`src/rtl/ps2_pkg.sv`:
```
// Shared types, constants and the set-2 scancode to ASCII lookup for the PS/2 keyboard front end.
package ps2_pkg;

    typedef enum logic [1:0] {
        IDLE,
        DATA,
        PARITY,
        STOP
    } rxState_e;

    localparam logic [7:0] PS2_BREAK = 8'hF0;
    localparam logic [7:0] PS2_EXT   = 8'hE0;
    localparam int         ENTRY_W   = 9;

    // Returns {hit, ascii}; hit is 0 for codes with no printable mapping.
    function automatic logic [8:0] scanToAscii(input logic [7:0] code);
        logic [8:0] result;
        result = 9'h000;
        case (code)
            8'h1C: result = {1'b1, 8'h61};
            8'h32: result = {1'b1, 8'h62};
            8'h21: result = {1'b1, 8'h63};
            8'h23: result = {1'b1, 8'h64};
            8'h24: result = {1'b1, 8'h65};
            8'h2B: result = {1'b1, 8'h66};
            8'h34: result = {1'b1, 8'h67};
            8'h33: result = {1'b1, 8'h68};
            8'h43: result = {1'b1, 8'h69};
            8'h3B: result = {1'b1, 8'h6A};
            8'h42: result = {1'b1, 8'h6B};
            8'h4B: result = {1'b1, 8'h6C};
            8'h3A: result = {1'b1, 8'h6D};
            8'h31: result = {1'b1, 8'h6E};
            8'h44: result = {1'b1, 8'h6F};
            8'h4D: result = {1'b1, 8'h70};
            8'h15: result = {1'b1, 8'h71};
            8'h2D: result = {1'b1, 8'h72};
            8'h1B: result = {1'b1, 8'h73};
            8'h2C: result = {1'b1, 8'h74};
            8'h3C: result = {1'b1, 8'h75};
            8'h2A: result = {1'b1, 8'h76};
            8'h1D: result = {1'b1, 8'h77};
            8'h22: result = {1'b1, 8'h78};
            8'h35: result = {1'b1, 8'h79};
            8'h1A: result = {1'b1, 8'h7A};
            8'h45: result = {1'b1, 8'h30};
            8'h16: result = {1'b1, 8'h31};
            8'h1E: result = {1'b1, 8'h32};
            8'h26: result = {1'b1, 8'h33};
            8'h25: result = {1'b1, 8'h34};
            8'h2E: result = {1'b1, 8'h35};
            8'h36: result = {1'b1, 8'h36};
            8'h3D: result = {1'b1, 8'h37};
            8'h3E: result = {1'b1, 8'h38};
            8'h46: result = {1'b1, 8'h39};
            8'h29: result = {1'b1, 8'h20};
            8'h5A: result = {1'b1, 8'h0D};
            8'h66: result = {1'b1, 8'h08};
            default: result = 9'h000;
        endcase
        return result;
    endfunction

endpackage

```
`src/rtl/ps2_rx_frame.sv`:
```
// PS/2 device-to-host frame receiver: synchronisers, falling-edge detect, framing FSM,
// odd-parity and stop-bit check, and an inactivity timeout that abandons partial frames.
module ps2_rx_frame
    import ps2_pkg::*;
#(
    parameter int TIMEOUT_CYCLES = 50000
) (
    input  logic       clk_i,
    input  logic       rst_ni,
    input  logic       ps2Clk_i,
    input  logic       ps2Data_i,
    output logic [7:0] rxByte_o,
    output logic       byteValid_o
);

    localparam int TO_W = $clog2(TIMEOUT_CYCLES + 1);

    logic [1:0]      clkSync_q;
    logic [1:0]      dataSync_q;
    logic            clkPrev_q;
    rxState_e        state_q, state_d;
    logic [2:0]      bitCnt_q, bitCnt_d;
    logic [7:0]      shift_q, shift_d;
    logic            parity_q, parity_d;
    logic [TO_W-1:0] timeout_q, timeout_d;
    logic            byteValid_q, byteValid_d;
    logic            fallEdge;
    logic            dataS;

    assign dataS    = dataSync_q[1];
    assign fallEdge = clkPrev_q & ~clkSync_q[1];

    // Bring both PS/2 lines into the clk domain; idle-high reset values avoid a false edge.
    always_ff @(posedge clk_i or negedge rst_ni) begin
        if (!rst_ni) begin
            clkSync_q  <= 2'b11;
            dataSync_q <= 2'b11;
            clkPrev_q  <= 1'b1;
        end else begin
            clkSync_q  <= {clkSync_q[0], ps2Clk_i};
            dataSync_q <= {dataSync_q[0], ps2Data_i};
            clkPrev_q  <= clkSync_q[1];
        end
    end

    // Frame state, shift register and timeout counter.
    always_ff @(posedge clk_i or negedge rst_ni) begin
        if (!rst_ni) begin
            state_q     <= IDLE;
            bitCnt_q    <= 3'd0;
            shift_q     <= 8'h00;
            parity_q    <= 1'b0;
            timeout_q   <= '0;
            byteValid_q <= 1'b0;
        end else begin
            state_q     <= state_d;
            bitCnt_q    <= bitCnt_d;
            shift_q     <= shift_d;
            parity_q    <= parity_d;
            timeout_q   <= timeout_d;
            byteValid_q <= byteValid_d;
        end
    end

    // Advance one frame bit per falling edge; a stalled frame drops back to IDLE.
    always_comb begin
        state_d     = state_q;
        bitCnt_d    = bitCnt_q;
        shift_d     = shift_q;
        parity_d    = parity_q;
        byteValid_d = 1'b0;
        timeout_d   = '0;
        if (state_q != IDLE && !fallEdge) begin
            timeout_d = timeout_q + 1'b1;
        end
        case (state_q)
            IDLE: begin
                if (fallEdge && !dataS) begin
                    state_d  = DATA;
                    bitCnt_d = 3'd0;
                end
            end
            DATA: begin
                if (fallEdge) begin
                    shift_d  = {dataS, shift_q[7:1]};
                    bitCnt_d = bitCnt_q + 3'd1;
                    if (bitCnt_q == 3'd7) begin
                        state_d = PARITY;
                    end
                end
            end
            PARITY: begin
                if (fallEdge) begin
                    parity_d = dataS;
                    state_d  = STOP;
                end
            end
            STOP: begin
                if (fallEdge) begin
                    byteValid_d = dataS & (^{shift_q, parity_q});
                    state_d     = IDLE;
                end
            end
            default: state_d = IDLE;
        endcase
        if (state_q != IDLE && !fallEdge && timeout_q == TO_W'(TIMEOUT_CYCLES - 1)) begin
            state_d   = IDLE;
            timeout_d = '0;
        end
    end

    assign rxByte_o    = shift_q;
    assign byteValid_o = byteValid_q;

endmodule

```
`src/rtl/ps2_keyboard.sv`:
```
// PS/2 keyboard front end: receives frames, strips break/extended prefixes, queues make
// codes in a FIFO and presents the head with an interrupt request to the CPU.
// Build option PS2_ASCII_EN: translate make codes to ASCII before queuing.
module ps2_keyboard
    import ps2_pkg::*;
#(
    parameter int         FIFO_DEPTH     = 8,
    parameter logic [3:0] IRQ_INDEX      = 4'h3,
    parameter int         TIMEOUT_CYCLES = 50000
) (
    input  logic        clk,
    input  logic        rst,
    input  logic        ps2Clk,
    input  logic        ps2Data,
    input  logic        readAck,
    output logic        interruptSignal,
    output logic [3:0]  interruptIndex,
    output logic [15:0] keyboardData,
    output logic        overflow
);

    localparam int PTR_W = $clog2(FIFO_DEPTH);
    localparam int CNT_W = PTR_W + 1;

    logic [7:0]         rxByte;
    logic               rxValid;
    logic               brk_q, brk_d;
    logic               ext_q, ext_d;
    logic               pushReq;
    logic [ENTRY_W-1:0] pushEntry;
    logic               doPush;
    logic               pop;
    logic               full;
    logic               empty;
    logic [ENTRY_W-1:0] mem_q [FIFO_DEPTH];
    logic [PTR_W-1:0]   wrPtr_q;
    logic [PTR_W-1:0]   rdPtr_q;
    logic [CNT_W-1:0]   count_q;
    logic               overflow_q;
    logic               irq_q;
    logic [15:0]        keyboardData_q;
`ifdef PS2_ASCII_EN
    logic [8:0]         asciiLookup;

    assign asciiLookup = scanToAscii(rxByte);
`endif

    ps2_rx_frame #(
        .TIMEOUT_CYCLES(TIMEOUT_CYCLES)
    ) uRx (
        .clk_i      (clk),
        .rst_ni     (rst),
        .ps2Clk_i   (ps2Clk),
        .ps2Data_i  (ps2Data),
        .rxByte_o   (rxByte),
        .byteValid_o(rxValid)
    );

    // Prefix flags carry across bytes; only a terminating byte can clear them.
    always_ff @(posedge clk or negedge rst) begin
        if (!rst) begin
            brk_q <= 1'b0;
            ext_q <= 1'b0;
        end else begin
            brk_q <= brk_d;
            ext_q <= ext_d;
        end
    end

    // Decode each received byte into a prefix update, a discard, or a FIFO push.
    always_comb begin
        brk_d     = brk_q;
        ext_d     = ext_q;
        pushReq   = 1'b0;
        pushEntry = '0;
        if (rxValid) begin
            if (rxByte == PS2_BREAK) begin
                brk_d = 1'b1;
            end else if (rxByte == PS2_EXT) begin
                ext_d = 1'b1;
            end else if (brk_q) begin
                brk_d = 1'b0;
                ext_d = 1'b0;
            end else begin
                ext_d = 1'b0;
`ifdef PS2_ASCII_EN
                pushReq   = asciiLookup[8] & ~ext_q;
                pushEntry = {1'b0, asciiLookup[7:0]};
`else
                pushReq   = 1'b1;
                pushEntry = {ext_q, rxByte};
`endif
            end
        end
    end

    assign full   = (count_q == CNT_W'(FIFO_DEPTH));
    assign empty  = (count_q == '0);
    assign pop    = readAck & ~empty;
    assign doPush = pushReq & (~full | pop);

    // FIFO storage; contents need no reset because count gates every read.
    always_ff @(posedge clk) begin
        if (doPush) begin
            mem_q[wrPtr_q] <= pushEntry;
        end
    end

    // Pointers wrap naturally at the power-of-two depth; overflow is sticky until reset.
    always_ff @(posedge clk or negedge rst) begin
        if (!rst) begin
            wrPtr_q    <= '0;
            rdPtr_q    <= '0;
            count_q    <= '0;
            overflow_q <= 1'b0;
        end else begin
            if (doPush) begin
                wrPtr_q <= wrPtr_q + 1'b1;
            end
            if (pop) begin
                rdPtr_q <= rdPtr_q + 1'b1;
            end
            case ({doPush, pop})
                2'b10:   count_q <= count_q + 1'b1;
                2'b01:   count_q <= count_q - 1'b1;
                default: count_q <= count_q;
            endcase
            if (pushReq && !doPush) begin
                overflow_q <= 1'b1;
            end
        end
    end

    // Register the CPU-facing view of the FIFO head.
    always_ff @(posedge clk or negedge rst) begin
        if (!rst) begin
            irq_q          <= 1'b0;
            keyboardData_q <= 16'h0000;
        end else begin
            irq_q          <= ~empty;
            keyboardData_q <= empty ? 16'h0000 : {7'b0, mem_q[rdPtr_q]};
        end
    end

    assign interruptSignal = irq_q;
    assign interruptIndex  = IRQ_INDEX;
    assign keyboardData    = keyboardData_q;
    assign overflow        = overflow_q;

endmodule

```
`config.mk`:
```
export PLATFORM = sky130hd
export DESIGN_NAME = ps2_keyboard
export DESIGN_NICKNAME = d
export VERILOG_FILES = /design/src/rtl/ps2_pkg.sv /design/src/rtl/ps2_rx_frame.sv /design/src/rtl/ps2_keyboard.sv
export SDC_FILE = /design/constraint.sdc
export NUM_CORES = 1
export LEC_CHECK = 0
export CAP_MARGIN = 20
export CORE_MARGIN = 1
export CORE_UTILIZATION = 55
export CTS_BUF_LIST = sky130_fd_sc_hd__clkbuf_4 sky130_fd_sc_hd__clkbuf_8
export CTS_CLUSTER_SIZE = 30
export DETAILED_ROUTE_END_ITERATION = 10
export GPL_TIMING_DRIVEN = 0
export PLACE_DENSITY = 0.74
export SYNTH_ARGS = -nofsm -noshare
export SYNTH_HDL_FRONTEND = slang
export SYNTH_SLANG_ARGS = --single-unit
```
`constraint.sdc`:
```
create_clock -name clk -period 6.21 [get_ports clk]
set_input_delay 0.621 -clock clk [delete_from_list [all_inputs] [get_ports clk]]
set_output_delay 0.621 -clock clk [all_outputs]
set_load 0.02 [all_outputs]
```
# After elaboration in Yosys (flattened, before gate mapping)
# Memory sizes are Yosys's and may differ from the RTL's.
# Index checks and enable logic that the tools add are counted.
dict set report totals {
  regBits 59
  ramBits 72
  input_bits 5
  n_memories 1
}
dict set report classes {
  n_addsub 6
  eq_ne 18
  mux 29
  bitwise 9
  n_reduce_logical 19
}
# name depth word_bits rd rd_clocked_by_memory_dff write_ports line
set mem_list {}
lappend mem_list {mem_q 8 9 1 0 1 ps2_keyboard.sv:35} ;# logic [ENTRY_W-1:0] mem_q [FIFO_DEPTH];
# op count
set op_table {}
lappend op_table {{$mux W9} 5}
lappend op_table {{$mux W16} 2}
lappend op_table {{$add A16 B1 Y16 const B} 1}
lappend op_table {{$eq A16 B16 Y1 const B} 1}
lappend op_table {{$eq A8 B8 Y1 const B} 2}
lappend op_table {{$ne A3 B1 Y1 const B} 5}
lappend op_table {{$mux W2} 6}
lappend op_table {{$mux W1} 11}
lappend op_table {{$add A3 B1 Y3 const B} 3}
lappend op_table {{$reduce_xor A9 Y1} 1}
lappend op_table {{$pmux W2 S4} 1}
lappend op_table {{$pmux W4 S2} 1}
lappend op_table {{$reduce_and A2 Y1} 4}
lappend op_table {{$eq A2 B2 Y1 const B} 3}
lappend op_table {{$mux W3} 2}
lappend op_table {{$pmux W3 S2} 1}
lappend op_table {{$reduce_bool A2 Y1} 3}
lappend op_table {{$reduce_and A5 Y1} 1}
lappend op_table {{$add A4 B1 Y4 const B} 1}
lappend op_table {{$and A1 B1 Y1} 4}
lappend op_table {{$eq A2 B1 Y1 const B} 2}
lappend op_table {{$eq A4 B4 Y1 const B} 1}
lappend op_table {{$logic_and A1 B1 Y1} 4}
lappend op_table {{$logic_not A4 Y1} 1}
lappend op_table {{9 further kinds} 15}

# Depth between registers and ports, before layout
dict set report logic_depth {
  depth_word 7
  depth_mapped 11
  depth_no_buf 11
}

# By module
# From an unflattened synthesis, not the netlist that was laid out.
dict set report hier_totals {
  hier_cells 388
  area_unflattened_um2 5720.5
}
# module n_inst cells_per_inst area_each_um2
set modules_own_cells {}
lappend modules_own_cells {ps2_keyboard 1 225 3928.8}
lappend modules_own_cells {ps2_rx_frame 1 163 1791.7}

# Worst setup path after synthesis
# Ideal clock, no wire load.
dict set report synth_path {
  path_type {register -> register}
  from {reg count_q[0]}
  to {reg count_q[3]}
  setup_ns 0.090
  arrival_time_ns 2.415
  t_required_ns 6.120
  setup_slack_ns 3.705
  path_stages_with_launch 12
  path_buffers 0
  period_less_slack_ns 2.505
  cell_sequence {dfrtp_1 -> or3_4 -> nor2_8 -> inv_4 -> and2_4 -> nand2b_1 -> inv_2 -> ha_1 -> a21o_1 -> a21o_1 -> or4_1 -> o2111ai_1}
}
dict set report synth_via {
  elab_chain_cells 7
  word_cells_on_any_way 13
}
# element line
set synth_rtl {}
lappend synth_rtl {{from (decl)} ps2_keyboard.sv:38} ;# logic [CNT_W-1:0] count_q;
lappend synth_rtl {{from (signal assigned)} ps2_keyboard.sv:124} ;# 2'b10: count_q <= count_q + 1'b1;
lappend synth_rtl {{from (signal assigned)} ps2_keyboard.sv:125} ;# 2'b01: count_q <= count_q - 1'b1;
lappend synth_rtl {{from (signal assigned)} ps2_keyboard.sv:126} ;# default: count_q <= count_q;
lappend synth_rtl {{$logic_not A4 Y1} ps2_keyboard.sv:98} ;# assign empty = (count_q == '0);
lappend synth_rtl {{$not A1 Y1} ps2_keyboard.sv:99} ;# assign pop = readAck & ~empty;
lappend synth_rtl {{$and A1 B1 Y1} ps2_keyboard.sv:99}
lappend synth_rtl {{$or A1 B1 Y1} ps2_keyboard.sv:100} ;# assign doPush = pushReq & (~full | pop);
lappend synth_rtl {{$and A1 B1 Y1} ps2_keyboard.sv:100}
lappend synth_rtl {{$eq A2 B1 Y1 / $eq A2 B2 Y1 (equally long branches)} ps2_keyboard.sv:123} ;# case ({doPush, pop})
lappend synth_rtl {{$pmux W4 S2 / $reduce_bool A2 Y1 (equally long branches)} n/a}
# Several ways; a longest one is shown, not always the timed one.
# A chain may end at the register's enable or synchronous reset.

# Worst setup path after layout
# Ends and elaborated chain as after synthesis.

==> results.rst <==
.. list-table::
   :header-rows: 1

   * - Metric
     - Value
   * - Outcome
     - complete, no violations
   * - Die area
     - 10800 um2
   * - Synthesized area
     - 5700 um2
   * - Flip-flop cell with the highest count after synthesis
     - sky130_fd_sc_hd__edfxtp_1
   * - CTS H-Tree Depth
     - 4
   * - Count of maximum capacitance violations
     - 0
   * - Number of distinct library cells after synthesis
     - 56
   * - CTS tree
     - done
   * - Power density over the cells
     - 419 nW/um2
   * - Clock skew
     - 0.00986 ns
   * - Floorplan Core Area
     - 9910 um2
   * - Aggregate global routing overflow
     - 0
   * - Worst r2r path cells
     - 11
   * - CP Launch Type
     - register
   * - Worst setup path class
     - reg2reg
   * - Worst min-delay path category
     - in2async
   * - Via count of the first global-routing pass
     - 3157
   * - Lkg Pwr
     - 2.57 nW
   * - Slack of the worst reg-to-reg path
     - 3.48 ns
   * - Syn avg cell area
     - 14.8 um2
   * - Area grow syn2layout
     - 13.9%
   * - Final non-filler cell total
     - 577
   * - Clock edge transition at the registers on the reported setup and hold paths
     - 0.08 ns
   * - Clock Path Buffers
     - 2
   * - Clk Latency, worst-skew pair
     - 0.43 ns
   * - Number of DRC markers after the initial detailed-route iteration
     - 200
   * - EDFF count, synth
     - 72
   * - Worst slew margin
     - 27.8%
   * - Number of sinks on the clock net
     - 131
   * - Slowest cell on crit path
     - sky130_fd_sc_hd__or3_4
   * - Critical path destination
     - count_q[3]$_DFFE_PN0P_
   * - Worst endpoint required time
     - 6.55 ns
   * - RSZ-0062 raised after global routing
     - false
   * - CP Launch Point
     - count_q[0]$_DFFE_PN0P_
   * - Proportion of layout cells with a drive suffix above 1
     - 20.5%
   * - Worst Tran Pin Value
     - 1.08 ns
   * - Endpoints failing setup
     - 0
   * - Aggregate negative setup slack
     - 0 ns
   * - Total DRC errors in the routed layout
     - 0
   * - DPL Wire Length
     - 6170 um
   * - Number of instances in the synthesized netlist
     - 385
   * - Port bufs
     - 15
   * - Number of synthesized register bits
     - 131
   * - Number of cells on the critical path
     - 11
   * - Share of the cycle needed by the critical path after routing
     - 43.9%
   * - Fmax achieved
     - 366 MHz
   * - Global routing usage summed across all routing layers
     - 19.8%
   * - Post-layout total power
     - 2.72 mW
   * - Biggest cell delay along the critical path
     - 0.43 ns
   * - PnR worst setup slack
     - 3.48 ns
   * - Count of synthesis-stage warnings from yosys
     - 0
   * - DRT antenna net count
     - 0
   * - Min cycle time layout
     - 2.73 ns
   * - Global placement routability congestion
     - 0.805
   * - List of cells traversed by the critical path
     - or3_4 > nor2_8 > inv_4 > and2_4 > nand2b_1 > inv_2 > ha_1 > a21o_1 > a21o_1 > or4_1 > o2111ai_1
   * - Cell Rows
     - 36
   * - Proportion of synthesized chip area in sequential cells
     - 64.0%
   * - Width of the chip
     - 104 um
   * - Post-Place Worst Slack
     - 3.38 ns
   * - Startpoint of the worst register-to-register path
     - count_q[0]$_DFFE_PN0P_
   * - Yosys top cell area share
     - 37.9%
   * - Cell class contributing the biggest share of worst-path delay
     - simple AND/OR/NAND/NOR gates
   * - Cell count after placement
     - 545
   * - Initial core utilization
     - 57.5%
   * - Total via count after detailed routing
     - 3166
   * - Top area cells in the synthesized netlist
     - sky130_fd_sc_hd__edfxtp_1, sky130_fd_sc_hd__dfrtp_1, sky130_fd_sc_hd__mux4_2
   * - Layout net count
     - 448
   * - Worst flop-to-flop path endpoint
     - count_q[3]$_DFFE_PN0P_
   * - Router iterations before antenna repair
     - 4
   * - IO Pins
     - 27
   * - Data arrival time of the worst path
     - 3.07 ns
   * - Worst-case vdd ir drop
     - 0.000212 V
   * - Inserted Clock Buffers
     - 17
   * - Antenna Diode Count
     - 0
   * - Drt total wl
     - 9530 um
   * - Pins over their slew limit
     - 0
   * - Average routed wire per standard cell
     - 16.5 um
   * - Post-CTS Setup Inserts
     - 0
   * - Vias per cell
     - 5.49
   * - Cell chosen for the clock root
     - sky130_fd_sc_hd__clkbuf_8
   * - Share of synthesized registers carrying an async set or reset
     - 45.0%
   * - Smallest hold slack
     - 0.277 ns
   * - Max Fanout on Critical Path
     - 10
   * - Critical path endpoint category
     - register
   * - Top cell by count, worst path
     - sky130_fd_sc_hd__a21o_1
   * - Initial antenna violation count
     - 0
   * - Buffers & Inverters on Critical Path
     - 2
   * - Final count of hold timing violations
     - 0
   * - Cell type with the largest total area after synthesis
     - sky130_fd_sc_hd__edfxtp_1
   * - # resized after CTS
     - 0
   * - First-pass GRT wire length
     - 16100 um
   * - Die height
     - 104 um
   * - Count of filler cells inserted in the layout
     - 707
   * - Largest net degree at the start of global routing
     - 34
   * - Count of hold buffers inserted by post-cts repair
     - 0
metrics by stage:
stage	util (%)	instance area, um2
floorplan	-	5730
global placement	61.0	6050
detailed placement	61.3	6080
CTS	65.5	6490
global route	65.5	6490
finish	65.5	6490
cell usage in the layout, fill, tap and decap left out, types with 4 or more instances in the layout:
cell type and instances:
sky130_fd_sc_hd__inv_6 4, sky130_fd_sc_hd__conb_1 11, sky130_fd_sc_hd__and3_1 5, sky130_fd_sc_hd__nand3_1 6
sky130_fd_sc_hd__xor2_1 6, sky130_fd_sc_hd__nor2_1 36, sky130_fd_sc_hd__nand4_1 7, sky130_fd_sc_hd__nor3_1 5
sky130_fd_sc_hd__o21ai_0 4, sky130_fd_sc_hd__inv_1 11, sky130_fd_sc_hd__dfstp_2 5, sky130_fd_sc_hd__mux4_2 18
sky130_fd_sc_hd__a21oi_1 7, sky130_fd_sc_hd__edfxtp_1 72, sky130_fd_sc_hd__nand2_1 17, sky130_fd_sc_hd__nand2b_1 5
sky130_fd_sc_hd__clkdlybuf4s50_1 14, sky130_fd_sc_hd__mux2_2 10, sky130_fd_sc_hd__xnor2_1 17, sky130_fd_sc_hd__clkbuf_1 5
sky130_fd_sc_hd__and2_1 9, sky130_fd_sc_hd__mux2i_1 12, sky130_fd_sc_hd__dfrtp_1 54, sky130_fd_sc_hd__ha_1 11
sky130_fd_sc_hd__clkbuf_8 17, sky130_fd_sc_hd__buf_4 14
metal layers:
| layer | routed length, um | GRT usage [%] | vias up |
|---|---|---|---|
| met5 | 0 | 0 | - |
| met4 | 111 | 7.96 | 0 |
| met2 | 4830 | 32.5 | 77 |
| met3 | 277 | 4.97 | 10 |
| li1 | - | - | 1494 |
| met1 | 4320 | 25.5 | 1585 |
how the worst min path moves through the flow:
stage | endpoint | depth (start not counted) | slack (ns)
finish | keyboardData[5]$_DFF_PN0_ | 1 | 0.28
global route | keyboardData[2]$_DFF_PN0_ | 1 | 0.32
CTS | keyboardData[3]$_DFF_PN0_ | 1 | 0.29
detailed placement | uRx.clkSync_q[1]$_DFF_PN1_ | 0 | 0.35
global placement | uRx.clkSync_q[1]$_DFF_PN1_ | 0 | 0.35
floorplan | brk_q$_DFFE_PN0P_ | 0 | 0.33
cell type report:
class / count / area (um2) / area share, %
plain buffers: 21 / 126 / 1.95
clock buffers: 17 / 234 / 3.60
clock inverters: 15 / 179 / 2.76
inverters: 13 / 51.3 / 0.790
multi-input cells: 229 / 1910 / 29.4
flip-flops and latches: 131 / 3640 / 56.1
well taps: 133 / 166 / 2.56
repair buffers: 18 / 180 / 2.78
power breakdown:
part | total (mW) | internal (mW) | switching (mW)
registers | 1.14 | 1.04 | 0.101
clock network | 0.744 | 0.400 | 0.344
logic | 0.835 | 0.423 | 0.412
total | 2.72 | 1.86 | 0.857
logic make-up (layout without fill, tap and decap cells):
logic type,count (synthesis),in the layout,share of synthesized area [%]
AO/OA/AOI/OAI,27,27,3.54
XOR/XNOR,24,24,3.93
adder cells (fa/ha/maj),12,12,2.77
buffers and inverters,34,84,3.12
flip-flops,131,131,64.0
multiplexers,42,42,11.9
other,2,11,0.132
AND/OR/NAND/NOR,113,113,10.7
state kept, by name (all words and copies together) (netlist names):
signal / cells
mem_q: 72
uRx.clkPrev_q: 1
overflow: 1
count_q: 4
uRx.timeout_q: 16
ext_q: 1
uRx.clkSync_q: 2
keyboardData: 9
uRx.rxByte_o: 8
uRx.byteValid_o: 1
uRx.state_q: 2
uRx.parity_q: 1
wrPtr_q: 3
brk_q: 1
interruptSignal: 1
uRx.dataSync_q: 2
uRx.bitCnt_q: 3
rdPtr_q: 3
cells in the mapped netlist (9+ instances only):
library cell	instances
sky130_fd_sc_hd__inv_1	11
sky130_fd_sc_hd__and2_1	9
sky130_fd_sc_hd__buf_4	12
sky130_fd_sc_hd__mux2_2	10
sky130_fd_sc_hd__xnor2_1	17
sky130_fd_sc_hd__dfrtp_1	54
sky130_fd_sc_hd__nor2_1	36
sky130_fd_sc_hd__mux4_2	18
sky130_fd_sc_hd__ha_1	11
sky130_fd_sc_hd__mux2i_1	12
sky130_fd_sc_hd__edfxtp_1	72
sky130_fd_sc_hd__nand2_1	17
Note: power is estimated with default switching activity, not from simulation.
